`config.mk`:
```
export PLATFORM = sky130hd
export DESIGN_NAME = fsk_demod
export DESIGN_NICKNAME = d
export VERILOG_FILES = /design/src/rtl/fsk_pkg.sv /design/src/rtl/fsk_edge_meter.sv /design/src/rtl/fsk_demod.sv
export SDC_FILE = /design/constraint.sdc
export NUM_CORES = 1
export LEC_CHECK = 0
export ABC_AREA = 1
export CORE_MARGIN = 3
export CORE_UTILIZATION = 31
export DETAILED_ROUTE_END_ITERATION = 12
export PLACE_DENSITY_LB_ADDON = 0.1
export SYNTH_ARGS = -nofsm -noshare
export SYNTH_HDL_FRONTEND = slang
export SYNTH_SLANG_ARGS = --single-unit
```
`constraint.sdc`:
```
create_clock -name in_clk -period 5 [get_ports in_clk]
set_clock_uncertainty 0.05 [all_clocks]
set_input_delay 1.25 -clock in_clk [delete_from_list [all_inputs] [get_ports in_clk]]
set_output_delay 1.25 -clock in_clk [all_outputs]
set_load 0.005 [all_outputs]
```
`src/rtl/fsk_pkg.sv`:
```
// Shared FSK definitions: carrier divide defaults, edge-interval thresholds and the
// demodulator tracking state. The modulator side uses the same divide defaults.
package fsk_pkg;

    localparam int unsigned DIV_F1_DEF = 8;
    localparam int unsigned DIV_F2_DEF = 16;

    // Interval counter: 5 bits, saturating.
    localparam int unsigned INT_W = 5;
    localparam logic [INT_W-1:0] INT_MAX = '1;

    // Shortest interval still accepted as an F1 half-period.
    localparam int unsigned F1_MIN_I = 2;

    // Vote counters: 9 bits, saturating.
    localparam int unsigned VOTE_W = 9;
    localparam logic [VOTE_W-1:0] VOTE_MAX = '1;

    typedef enum logic {
        StHunt  = 1'b0,
        StTrack = 1'b1
    } fsk_state_e;

    // Upper F1 interval bound: midpoint between the two half-periods, minus one.
    function automatic int unsigned f1_max_i(int unsigned div_f1, int unsigned div_f2);
        return ((div_f1 / 2) + (div_f2 / 2)) / 2 - 1;
    endfunction

    // Upper F2 interval bound: 1.5 F2 half-periods.
    function automatic int unsigned f2_max_i(int unsigned div_f2);
        return (3 * (div_f2 / 2)) / 2;
    endfunction

    // Saturating single-step vote increment.
    function automatic logic [VOTE_W-1:0] vote_add(logic [VOTE_W-1:0] v, logic inc);
        return (inc && (v != VOTE_MAX)) ? v + VOTE_W'(1) : v;
    endfunction

endpackage

```
`src/rtl/fsk_edge_meter.sv`:
```
// Synchronizes the raw FSK input, detects transitions of either polarity, measures
// the interval since the previous transition and classifies it as F1 or F2.
module fsk_edge_meter
    import fsk_pkg::*;
#(
    parameter int unsigned DIV_F1 = DIV_F1_DEF,
    parameter int unsigned DIV_F2 = DIV_F2_DEF
) (
    input  logic in_clk,
    input  logic reset,
    input  logic fsk_i,
    output logic edge_o,
    output logic is_f1_o,
    output logic is_f2_o
);

    localparam logic [INT_W-1:0] F1Lo = INT_W'(F1_MIN_I);
    localparam logic [INT_W-1:0] F1Hi = INT_W'(f1_max_i(DIV_F1, DIV_F2));
    localparam logic [INT_W-1:0] F2Hi = INT_W'(f2_max_i(DIV_F2));

    // sync_q[0], sync_q[1]: metastability chain; sync_q[2]: delayed copy for edge detect.
    logic [2:0]       sync_q;
    logic [INT_W-1:0] int_cnt_q, int_cnt_d;
    logic [INT_W-1:0] interval;

    // Synchronizer chain and interval counter state.
    always_ff @(posedge in_clk or negedge reset) begin
        if (!reset) begin
            sync_q    <= '0;
            int_cnt_q <= INT_MAX;
        end else begin
            sync_q    <= {sync_q[1:0], fsk_i};
            int_cnt_q <= int_cnt_d;
        end
    end

    // Edge detect, saturating interval measure and F1/F2 classification.
    always_comb begin
        edge_o    = sync_q[1] ^ sync_q[2];
        interval  = (int_cnt_q == INT_MAX) ? INT_MAX : int_cnt_q + INT_W'(1);
        // Non-edge cycles just advance the (saturating) count; an edge restarts it.
        int_cnt_d = edge_o ? '0 : interval;
        is_f1_o   = edge_o && (interval >= F1Lo) && (interval <= F1Hi);
        is_f2_o   = edge_o && (interval > F1Hi) && (interval <= F2Hi);
    end

endmodule

```
`src/rtl/fsk_demod.sv`:
```
// Binary-FSK demodulator: counts per-edge F1/F2 votes over each symbol, decides one
// bit per symbol and tracks carrier presence with a HUNT/TRACK state machine.
module fsk_demod
    import fsk_pkg::*;
#(
    parameter int unsigned DIV_F1     = DIV_F1_DEF,
    parameter int unsigned DIV_F2     = DIV_F2_DEF,
    parameter int unsigned SYMBOL_LEN = 1024,
    parameter int unsigned CNT_W      = 11,
    parameter int unsigned MIN_VOTES  = 64
) (
    input  logic in_clk,
    input  logic reset,
    input  logic fsk_in,
    input  logic sym_clr,
    output logic data_out,
    output logic data_valid,
    output logic locked,
    output logic carrier_lost
);

    localparam logic [CNT_W-1:0]  SymLast  = CNT_W'(SYMBOL_LEN - 1);
    localparam logic [VOTE_W:0]   MinVotes = (VOTE_W + 1)'(MIN_VOTES);

    logic edge_evt, is_f1, is_f2;

    fsk_edge_meter #(
        .DIV_F1 (DIV_F1),
        .DIV_F2 (DIV_F2)
    ) u_edge_meter (
        .in_clk  (in_clk),
        .reset   (reset),
        .fsk_i   (fsk_in),
        .edge_o  (edge_evt),
        .is_f1_o (is_f1),
        .is_f2_o (is_f2)
    );

    fsk_state_e        state_q;
    logic [CNT_W-1:0]  sym_cnt_q;
    logic [VOTE_W-1:0] f1_v_q, f2_v_q;
    logic              data_out_q, data_valid_q, locked_q;

    logic [VOTE_W-1:0] f1_tot, f2_tot;
    logic              carrier_ok;

    // Vote totals including the current cycle's vote, used for the symbol-end decision.
    always_comb begin
        f1_tot     = vote_add(f1_v_q, is_f1);
        f2_tot     = vote_add(f2_v_q, is_f2);
        carrier_ok = ({1'b0, f1_tot} + {1'b0, f2_tot}) >= MinVotes;
    end

    // Tracking FSM with symbol counter, vote counters and registered outputs.
    always_ff @(posedge in_clk or negedge reset) begin
        if (!reset) begin
            state_q      <= StHunt;
            sym_cnt_q    <= '0;
            f1_v_q       <= '0;
            f2_v_q       <= '0;
            data_out_q   <= 1'b0;
            data_valid_q <= 1'b0;
            locked_q     <= 1'b0;
        end else begin
            data_valid_q <= 1'b0;
            case (state_q)
                StHunt: begin
                    sym_cnt_q <= '0;
                    f1_v_q    <= '0;
                    f2_v_q    <= '0;
                    // The acquiring edge is symbol cycle 0 and already counts as a vote.
                    if (is_f1 || is_f2) begin
                        state_q   <= StTrack;
                        locked_q  <= 1'b1;
                        sym_cnt_q <= CNT_W'(1);
                        f1_v_q    <= VOTE_W'(is_f1);
                        f2_v_q    <= VOTE_W'(is_f2);
                    end
                end
                StTrack: begin
                    if (sym_clr) begin
                        // Realign: this cycle's vote and any decision are dropped.
                        sym_cnt_q <= '0;
                        f1_v_q    <= '0;
                        f2_v_q    <= '0;
                    end else if (sym_cnt_q == SymLast) begin
                        sym_cnt_q <= '0;
                        f1_v_q    <= '0;
                        f2_v_q    <= '0;
                        if (carrier_ok) begin
                            data_valid_q <= 1'b1;
                            // A tie keeps the previous bit.
                            if (f1_tot > f2_tot) begin
                                data_out_q <= 1'b1;
                            end else if (f2_tot > f1_tot) begin
                                data_out_q <= 1'b0;
                            end
                        end else begin
                            state_q  <= StHunt;
                            locked_q <= 1'b0;
                        end
                    end else begin
                        sym_cnt_q <= sym_cnt_q + CNT_W'(1);
                        f1_v_q    <= f1_tot;
                        f2_v_q    <= f2_tot;
                    end
                end
                default: begin
                    state_q  <= StHunt;
                    locked_q <= 1'b0;
                end
            endcase
        end
    end

    assign data_out     = data_out_q;
    assign data_valid   = data_valid_q;
    assign locked       = locked_q;
    assign carrier_lost = ~locked_q;

endmodule

```
== After elaboration in Yosys (flattened, before gate mapping) ==
Cells that the tools add are included.
Word-level totals
  flip-flop bits (word level): 41
  latch bits: 0
  memory bits (writable): 0
  ROM bits: 0
  bits of input ports: 4
  word-level logic and storage cells: 74
  memories kept: 0
Operators by class
  add/sub/neg operators: 5
  multipliers: 0
  divide/modulo/power cells: 0
  magnitude comparators: 7
  equality and inequality tests: 8
  shifts and indexed selects: 0
  multiplexer cells: 31
  bitwise operators: 4
  reduce and logical (&&, ||, !) cells: 10
Operators with widths (count)
  two-way mux 9 bit: 6
  case mux 9 bit (2 select lines): 2
  two-way mux 11 bit: 2
  case mux 11 bit (2 select lines): 1
  adder 9 x 1 -> 9 bit, second input constant: 2
  > comparator 9 bit: 2
  inequality test 9 bit, second input constant: 2
  two-way mux 1 bit: 16
  adder 11 x 1 -> 11 bit, second input constant: 1
  equality test 11 x 10 -> 1 bit, second input constant: 1
  adder 9 x 9 -> 10 bit: 1
  greater-or-equal comparator 10 x 7 -> 1 bit, second input constant: 1
  two-way mux 5 bit: 2
  logical AND 1 bit: 6
  inequality test 2 bit, second input constant: 3
  adder 5 x 1 -> 5 bit, second input constant: 1
  equality test 5 bit, second input constant: 1
  greater-or-equal comparator 5 x 2 -> 1 bit, second input constant: 1
  > comparator 5 x 3 -> 1 bit, second input constant: 1
  <= comparator 5 x 3 -> 1 bit, second input constant: 1
  <= comparator 5 x 4 -> 1 bit, second input constant: 1
  AND reduction 5 bit: 1
  case mux 1 bit (2 select lines): 2
  AND reduction 4 bit: 1
  other kinds (5): 7

== Longest topological paths before layout ==
  depth after elaboration: 13
  gate-level depth with buffers: 27
  gate-level depth less buffers: 26

== Modules after synthesis ==
A second synthesis with hierarchy kept.
Unflattened totals
  cells, all modules: 349
  area, all modules: 2741.4 um2
Modules (own cells, without submodules)
  fsk_demod: times used 1, cells an instance 302, area an instance 2346.0 um2, sequential area each 825.8 um2
  fsk_edge_meter: times used 1, cells an instance 47, area an instance 395.4 um2, sequential area each 206.4 um2

== Least setup slack after synthesis ==
No wires, ideal clock.
  kind: reg-to-reg
  start: register u_edge_meter.int_cnt_q[0]
  end: register data_valid_q (netlist: data_valid)
  library setup time: 0.119 ns
  data arrival time: 3.021 ns
  required time: 4.831 ns
  slack: 1.810 ns
  stages on the path, launching flop included: 22
  path buffers: 1
  clock period less this slack: 3.190 ns
  cells stage by stage: dfstp_2 -> ha_1 -> nand4_2 -> nand2_2 -> nand2_1 -> nand2_2 -> nand4_4 -> buf_6 -> nand2_1 -> nand2_1 -> inv_1 -> ha_1 -> inv_1 -> fa_1 -> nand3b_1 -> nand2_1 -> nand2_1 -> nand3_1 -> nand2_1 -> nor2_1 -> nand2_1 -> and2_1
On the way
  word-level cells in the longest chain between the ends: 13
Ends and longest elaborated chain
  start, declared: line fsk_edge_meter.sv:23  | logic [INT_W-1:0] int_cnt_q, int_cnt_d;
  start signal, assigned: line fsk_edge_meter.sv:33  | int_cnt_q <= int_cnt_d;
  adder 5 x 1 -> 5 bit / equality test 5 bit (equally long branches): line fsk_edge_meter.sv:40  | interval = (int_cnt_q == INT_MAX) ? INT_MAX : int_cnt_q + INT_W'(1);
  two-way mux 5 bit (*): line fsk_edge_meter.sv:40
  greater-or-equal comparator 5 x 2 -> 1 bit / > comparator 5 x 3 -> 1 bit (equally long branches): line fsk_edge_meter.sv:43, fsk_edge_meter.sv:44
  logical AND 1 bit (on tied branches) (2 in series): line fsk_edge_meter.sv:43, fsk_edge_meter.sv:44
  logical AND 1 bit: line fsk_pkg.sv:36  | return (inc && (v != VOTE_MAX)) ? v + VOTE_W'(1) : v;
  two-way mux 9 bit: line fsk_pkg.sv:36
  adder 9 x 9 -> 10 bit (*): line fsk_demod.sv:51  | carrier_ok = ({1'b0, f1_tot} + {1'b0, f2_tot}) >= MinVotes;
  greater-or-equal comparator 10 x 7 -> 1 bit (*): line fsk_demod.sv:51
  two-way mux 1 bit (*): line fsk_demod.sv:90  | if (carrier_ok) begin
  two-way mux 1 bit (*): line fsk_demod.sv:86  | end else if (sym_cnt_q == SymLast) begin
  two-way mux 1 bit (*): line fsk_demod.sv:81  | if (sym_clr) begin
  two-way mux 1 bit (*): line fsk_demod.sv:66  | case (state_q)
  end signal, assigned: line fsk_demod.sv:62  | data_valid_q <= 1'b0;
  end signal, assigned: line fsk_demod.sv:65  | data_valid_q <= 1'b0;
  end signal, assigned: line fsk_demod.sv:91  | data_valid_q <= 1'b1;
  end, declared: line fsk_demod.sv:42  | logic data_out_q, data_valid_q, locked_q;
Every way passes the cells marked *; elsewhere a longest branch is shown, timed or not.
A chain may end at the register's enable or synchronous reset.

== Worst setup path after layout ==
Same ends and word-level chain as after synthesis.

==> metrics.cfg <==
[critical_path]
r2r_cells=20
r2r_slack_ns=1.36
worst-path-max-fanout=17
end_kind=register
critPathKind=register to register
critPathRequiredTime_ns=5.14
r2r-end=data_valid$_DFF_PN0_
start_kind=register
cp.arrival_ns=3.78
rr_startpoint=u_edge_meter.int_cnt_q[0]$_DFF_PN1_

[routing]
drtIter0Drc=62
dr_total_vias=2325
first_pass_iters=4
antenna_left=0
drt_wl_total_um=6350
drc=0
viasPerCell=4.50
wire_per_inst_um=12.3

[timing]
report.final.hold_viol_count=0
finalCritPeriodShare_pct=72.7
fin_ws_ns=1.36
setup_tns_ns=0
holdWs_ns=0.304
rsz0062_at_grt=false
relSlewSlack_pct=34.5
max_freq_mhz=275
setup_viol=0
fin_crit_ns=3.64
slew_viol_final=0
worst_pin_slew_ns=0.983

[power]
power_leakage_nw=1.80
powerDensity_nw_per_um2=338
total_power_mw=1.09
ir_worst_vdd_mv=0.118

[logic_synthesis]
ys_warn_count=0
ys_seq_elements=41
yosysUniqueCellTypes=36
synth_nets=426
synth.largest_area_cell=dfrtp_1
ys_top_cells_by_area=dfrtp_1 (31%), nand2_1 (11%), ha_1 (10%), inv_1 (9.6%), nor2_1 (6.1%)
ys_seq_area_share_pct=35.2
synth_top_area_share_pct=30.7
syn_inst=397
syn_area_per_cell_um2=7.38
synthesis.area_um2=2930

[worst_hold_path]
hold_depth=0
whs_endpoint=u_edge_meter.sync_q[1]$_DFF_PN0_
min_from=u_edge_meter.sync_q[0]$_DFF_PN0_
hold_path.class=register to register

[place]
place_ws_ns=1.39
portBuffers=7
dp_hpwl_um=4910
placed_area_um2=3100
gp_congestion=0.820
dp_cells=509

[clock_tree]
cts_hold_buf=0
clock_sinks=41
h-tree-depth=2
tritoncts=done
cts_resized=0
tritoncts.num_buffers=5
cts_root_buf=clkbuf_8
clk_pin_slew_ns=0.08
cts_setup_buffers=0
clock_path_buffers=2
clk_latency_ns=0.30

[global_route]
grt_max_degree=42
antenna_found_initial=0
grt-ovfl-total=0
grt_pass1_vias=2248
grt_usage_pct=13.0
grt_pass1_wl_um=10700

[outcome]
status=finished, final reports clean

[layout]
drive_above_1_share_pct=9.29
num_antenna_cells=0
fin_nets=437
final_cells=517
final_area_um2=3210
fin_util_pct=36.0
area_delta_synth_final_pct=9.65

[floorplan]
coreArea_um2=8930
fp.dieW_um=103
die_area_um2=10700
io_pins=8
die_h_um=103
initial_core_util_pct=32.8
rows=34

[flow_run]
maxCapViolations=0

## kinds of logic after synthesis
family          after synthesis  synth area share [%]
xor+xnor                     14                  4.18
compound gates               39                  7.68
flops                        41                  35.2
fa+ha+maj                    25                  10.9
buf+inv                      82                  11.6
simple gates                196                  30.4
## worst max-delay path by stage
stage | cells past startpoint | endpoint | slack [ns] | startpoint
floorplan | 21 | data_valid$_DFF_PN0_ | 1.81 | u_edge_meter.int_cnt_q[0]$_DFF_PN1_
global placement | 21 | state_q$_DFF_PN0_ | 1.42 | u_edge_meter.int_cnt_q[0]$_DFF_PN1_
detailed placement | 21 | data_out$_DFFE_PN0P_ | 1.39 | u_edge_meter.int_cnt_q[0]$_DFF_PN1_
CTS | 20 | data_valid$_DFF_PN0_ | 1.36 | u_edge_meter.int_cnt_q[0]$_DFF_PN1_
global route | 21 | state_q$_DFF_PN0_ | 0.95 | u_edge_meter.int_cnt_q[0]$_DFF_PN1_
finish | 20 | data_valid$_DFF_PN0_ | 1.36 | u_edge_meter.int_cnt_q[0]$_DFF_PN1_
## state kept, by name, indices dropped and copies added (netlist names)
name,count
data_out,1
state_q,1
data_valid,1
sym_cnt_q,11
f1_v_q,9
u_edge_meter.int_cnt_q,5
locked,1
u_edge_meter.sync_q,3
f2_v_q,9
## Yosys cell counts
cell type / number
nand2_1: 86
nand3_2: 1
nor3b_1: 1
or2_0: 1
xor2_1: 12
nand2_2: 9
inv_2: 2
buf_6: 1
o21ai_2: 5
o21ai_1: 5
nand3_1: 23
dfrtp_1: 36
buf_2: 2
o21bai_1: 2
buf_12: 1
nand3b_1: 2
o21ai_0: 12
nand4_2: 1
nor2_1: 48
a21o_1: 2
and2_1: 1
a21oi_1: 12
fa_1: 1
nor4_1: 5
nand4_4: 1
nor3_1: 7
clkinv_4: 1
nor2_4: 1
dfstp_2: 5
ha_1: 24
a31oi_1: 1
nand4_1: 6
nand2_4: 1
inv_1: 75
nor2_2: 2
xnor2_1: 2
## placed cells by master (no fill, tap or decap), types with 6 or more instances in the layout
cell type | synthesis | layout
nand2_1 | 86 | 86
inv_1 | 75 | 75
nor2_1 | 48 | 48
dfrtp_1 | 36 | 36
ha_1 | 24 | 24
nand3_1 | 23 | 23
xor2_1 | 12 | 12
o21ai_0 | 12 | 12
a21oi_1 | 12 | 12
nand2_2 | 9 | 9
nor3_1 | 7 | 7
nand4_1 | 6 | 6
clkbuf_8 | 0 | 6
clkdlybuf4s50_1 | 0 | 6
## power breakdown
| group | internal, mW | switching (mW) |
|---|---|---|
| clock network | 0.163 | 0.126 |
| registers | 0.360 | 0.0245 |
| logic | 0.135 | 0.278 |
## metal layers
layer | part of all wire [%] | GRT usage (%) | routed length (um)
met5 | 0 | 0 | 0
met4 | 1.1 | 3.59 | 72
met3 | 3.1 | 2.21 | 197
met2 | 45 | 20.4 | 2830
met1 | 51 | 18.5 | 3250
## worst max-delay path, stage by stage, from the launching register on
cell,delay [ns]
dfstp_2,0.58
ha_1,0.23
nand4_2,0.17
nand2_2,0.14
nand2_1,0.09
nand2_2,0.13
nand4_4,0.22
nand2_1,0.16
nand2_1,0.09
inv_1,0.06
ha_1,0.19
inv_1,0.08
fa_1,0.40
nand3b_1,0.16
nand2_1,0.11
nand2_1,0.08
nand3_1,0.07
nand2_1,0.06
nor2_1,0.18
nand2_1,0.14
and2_1,0.16
## layout make-up
class | count | area [um2]
Clock buffer | 7 | 86.3
Multi-Input combinational cell | 274 | 1560
Sequential cell | 41 | 1030
Inverter | 78 | 298
Tap cell | 108 | 135
Fill cell | 947 | 5720
Timing Repair Buffer | 8 | 72.6
Clock inverter | 1 | 30.0
Power figures use the tool's default switching activity.
